===== config.mk =====
export PLATFORM = sky130hd
export DESIGN_NAME = sat_counter
export DESIGN_NICKNAME = d
export VERILOG_FILES = /design/src/rtl/seq_chain_checker_sat_counter.sv
export SDC_FILE = /design/constraint.sdc
export NUM_CORES = 1
export LEC_CHECK = 0
export CELL_PAD_IN_SITES_DETAIL_PLACEMENT = 1
export CELL_PAD_IN_SITES_GLOBAL_PLACEMENT = 2
export CORE_MARGIN = 2
export CORE_UTILIZATION = 29
export CTS_CLUSTER_SIZE = 14
export DETAILED_ROUTE_END_ITERATION = 7
export PLACE_DENSITY = 0.85
export SLEW_MARGIN = 20
export SYNTH_ARGS = -nofsm -noshare
export SYNTH_HDL_FRONTEND = slang
export SYNTH_SLANG_ARGS = --single-unit

===== constraint.sdc =====
create_clock -name clk -period 2 [get_ports clk]
set_input_delay 0.2 -clock clk [delete_from_list [all_inputs] [get_ports clk]]
set_output_delay 0.2 -clock clk [all_outputs]
set_load 0.03 [all_outputs]

===== src/rtl/seq_chain_checker_sat_counter.sv =====
// Saturating event counter with synchronous clear.
// Reset outranks clear, and clear outranks increment.
module sat_counter #(
    parameter int CNT_W = 16
) (
    input  logic             clk,
    input  logic             rst,
    input  logic             clr,
    input  logic             inc,
    output logic [CNT_W-1:0] count
);

    // NOTE: state registers use non-blocking (<=) so every flop samples pre-edge values.
    always_ff @(posedge clk) begin
        if (rst) begin
            count <= '0;
        end else if (clr) begin
            count <= '0;
        end else if (inc && (count != '1)) begin
            count <= count + CNT_W'(1);
        end
    end

endmodule : sat_counter


Word level (Yosys, flattened, before mapping). Cells that the tools add are included.

Equality and inequality tests: 1. Reductions and logical operators: 2. Add/subtract/negate cells: 1.

Operator list (number): $add 16x1->16 const B (1); $ne 16x16->1 const B (1); $reduce_or 2->1 (1); $logic_and 1x1->1 (1).

Register bits: 16. Word-level logic and storage cells: 5. Input bits: 4. Output and inout port bits: 16.

Logic depth before layout (Yosys ltp).
Word-level depth: 2. Depth in mapped cells: 6. Depth with buffers taken out: 5.

Worst setup path after synthesis. Ideal clock, no wire load.

Path type: register to register. Start point: reg count[0]. End point: reg count[12]. Buffers on the path: 1. Library setup time: 91 ps. Data arrival time: 1581 ps. Required time: 1909 ps. Cell stages (with the launch flop): 7. Period minus slack after synthesis: 1672 ps. Setup slack: 328 ps. Cells stage by stage: dfxtp_1 -> ha_1 -> and4_4 -> and3_1 -> buf_4 -> a31oi_1 -> a311oi_1.

Cells in the longest elaborated chain, start to end: 2. Elaborated cells between the ends (all ways): 3. Classes of those cells: add/sub (1); eq/ne (1); reduce/logical (1).

RTL lines: from (decl) (line 10) `output logic [CNT_W-1:0] count`; from (signal assigned) (line 20) `count <= count + CNT_W'(1);`; parallel branches: the longest is 2 deep, another holds $add 16x1->16.

Several ways; the timed one is not identified. A chain may end at the register's enable or synchronous reset.

Worst setup path in the final report.
Start point: reg count[7]. End point: out count[7].

No word-level cell between the ends.

==> results.md <==
- Slew HR: 0.725
- Sequential area share after synthesis: 0.349
- Worst-Skew Late Latency: about 0.28 ns
- Clock power share: 0.323
- Min-Delay Path Class: reg -> reg
- Core Area: around 3000 sq um
- # fillers: 361
- Vias per cell: ~5.4
- Post-route clock period utilization: 0.850
- Crit path required time: 1.80 ns
- Initial antenna violation count: 0
- Final ANT Viol Nets: 0
- Ant diodes: 0
- Combinational fraction of design power: 0.063
- Post-CTS Setup Bufs: 0
- Critical path type: reg -> out
- Cell family with most CP delay: buffers and inverters
- Reg power frac: 0.614
- DRC viols: 0
- Hold-fix buffer count after cts: 0
- CTS tree: yes
- Nature of the critical path endpoint: output port
- CP Buf/Inv Count: 1
- Setup Skew: 0.00251 ns
- Worst Tran Pin Value: 0.409 ns
- Total Routing Usage GR: 0.160
- CTS root buf: clkbuf_4
- Switching share of power: 0.228
- Psw: around 120 uW
- CTS Sinks: 16
- Critical Path, Cell by Cell: clkdlybuf4s50_1
- Top flop regs: count: 16 flops
- P per Cell Area: 453 nW/um^2
- Netlist area before placement: between 900 and 1000 sq um
- Slowest CP cell: clkdlybuf4s50_1
- Top cells by area, synth: dfxtp_1, mux2i_1, nand2_1, a21oi_1, a31oi_1
- Number of flip-flops under the largest register name: 16
- Total number of vias: 891
- Crit path largest cell delay: between 0.7 and 0.8 ns
- Dpl hpwl: ~1.8 mm
- Final hold viol count: 0
- Final setup vio count: 0
- Synth top area share: 0.349
- Number of synthesized register bits: 16
- Port bufs: 19
- Slew Viols, Final: 0
- First-pass GRT wire length: roughly 4.3 mm
- LEAKAGE: 0.393 nW
- Top reg by flops: count
- Period minus WS final: 1.70 ns
- First-pass iteration count of the detailed router: 4
- # rows: 20
- Wirelength, routed: roughly 2.4 mm
- Synthesized Nets: 107
- CP endpoint: count[7]
- CP max FO: 8
- Yosys warning total: 0
- R2r endpoint: count[12]
- Number of global-route vias before repair: 919
- P&R area growth vs syn: 26.2%
- Clk pin slew, worst setup/hold paths: 0.09 ns
- Netlist cell types: 36
- Status: finished clean
- Util after Layout: 0.382
- Largest area contributor in the netlist: dfxtp_1
- Gp weighted congestion: 0.757
- Wire length per cell: ~15 um
- R2R setup slack: between 0.3 and 0.4 ns
- CP arrival: 1.50 ns
- Max VDD drop: ~0.00015 V
- Die W: 60.2 um
- Initial DRC Count: 36
- Max Root-Sink Buffers: 2
- RSZ-0062 raised after global routing: false
- Gr ovfl total: 0
- Share of cells above drive strength 1: 0.140
- Number of cells on the worst reg-to-reg path: 5
- Crit start category: register
- Nets@finish: 128
- Number of CTS-inserted buffers: 3
- Max-cap violations: 0
- Critical R2R Launch: count[0]
- Fmax: 588 MHz
- Max H-tree Level: 1
- Largest net degree at the start of global routing: 13
- Crit. Startpoint: count[7]
- Chip Height: 60.2 um
- Initial cell density of the core: 0.303
- Total die area: around 3600 sq um
- Ports: 20
- Int Pwr: 404 uW
- Mean area per synthesized cell: 8.99 sq um
- CTS resizes: 0
- Mapped Cells: 102
- Setup TNS: 0 ns
- CP Depth: 1
-- power by group through the flow --
stage	clock network (mW)	logic (mW)	registers [mW]
after detailed placement	0	0.0327	0.329
final	0.169	0.0330	0.322
after global routing	0.197	0.0367	0.322
after floorplan	0	0.0142	0.331
after global placement	0	0.0324	0.329
after CTS	0.179	0.0334	0.322
-- metrics by stage --
step	cell area, sq um	worst slack (ns)	std cells	power (mW)	hold slack, ns
after global routing	1160	0.205	165	0.556	0.548
after CTS	1160	0.286	165	0.534	0.509
after global placement	1130	0.225	162	0.361	0.490
after floorplan	917	0.328	102	0.346	0.379
final	1160	0.300	165	0.524	0.506
after detailed placement	1130	0.170	162	0.362	0.492
-- cell type report --
class	instances	area, sq um	share of cell area
multi-input cells	80	551	0.476
flip-flops and latches	16	320	0.277
repair buffers	21	205	0.177
well taps	44	55.1	0.0476
clock buffers	3	22.5	0.0195
inverters	1	3.75	0.00324
-- metal layers --
layer | global-route usage | part of all wire
met4 | 0.0635 | 0.0050
met2 | 0.248 | 0.47
met3 | 0.0216 | 0.053
met5 | 0 | 0
met1 | 0.223 | 0.47
-- cell families after synthesis --
group,Yosys count,share of synthesized area
multiplexers,6,0.0655
AND/OR/NAND/NOR,46,0.315
flip-flops,16,0.349
adder cells (fa/ha/maj),1,0.0136
buffers and inverters,6,0.0505
AO/OA/AOI/OAI,27,0.206
-- placed cells by master, fill, tap and decap left out, types with 3 or more instances in the layout --
cell,n
nand3_1,5
a211oi_1,3
mux2i_1,6
a21oi_1,6
clkbuf_4,3
or3_2,3
clkdlybuf4s50_1,19
nand2_1,13
o21ai_0,4
and3_1,3
nand4_1,3
or3_1,4
dfxtp_1,16
a31oi_1,4
-- worst min-delay path: cells and delay by family, from the launching register on --
kind	cells	cell delay, ns
and+or+nand+nor	1	0.07
DFF	1	0.35
AOI/OAI and AO/OA	1	0.05
-- worst min-delay path by stage --
stage          cells after the start     start  slack (ns)       end
6_report                           2  count[5]        0.51  count[5]
5_1_grt                            2  count[5]        0.55  count[5]
4_1_cts                            2  count[5]        0.51  count[5]
3_5_place_dp                       2  count[5]        0.49  count[5]
3_3_place_gp                       2  count[5]        0.49  count[5]
2_1_floorplan                      2       rst        0.38  count[0]
-- cells in the mapped netlist (all sizes together) --
cell type,n
a211oi,4
and3,6
a2111o,2
or2,1
and4,1
nand2,13
o2111ai,1
and2,4
dfxtp,16
ha,1
mux2i,6
nor2,2
nand3,5
or3,7
a31oi,4
a21boi,1
nand4,4
inv,1
a41o,1
nor3,3
o21ai,6
dlygate4sd1,1
a21oi,6
a311oi,1
buf,4
o2111a,1
Note: power is estimated with default switching activity, not from simulation.
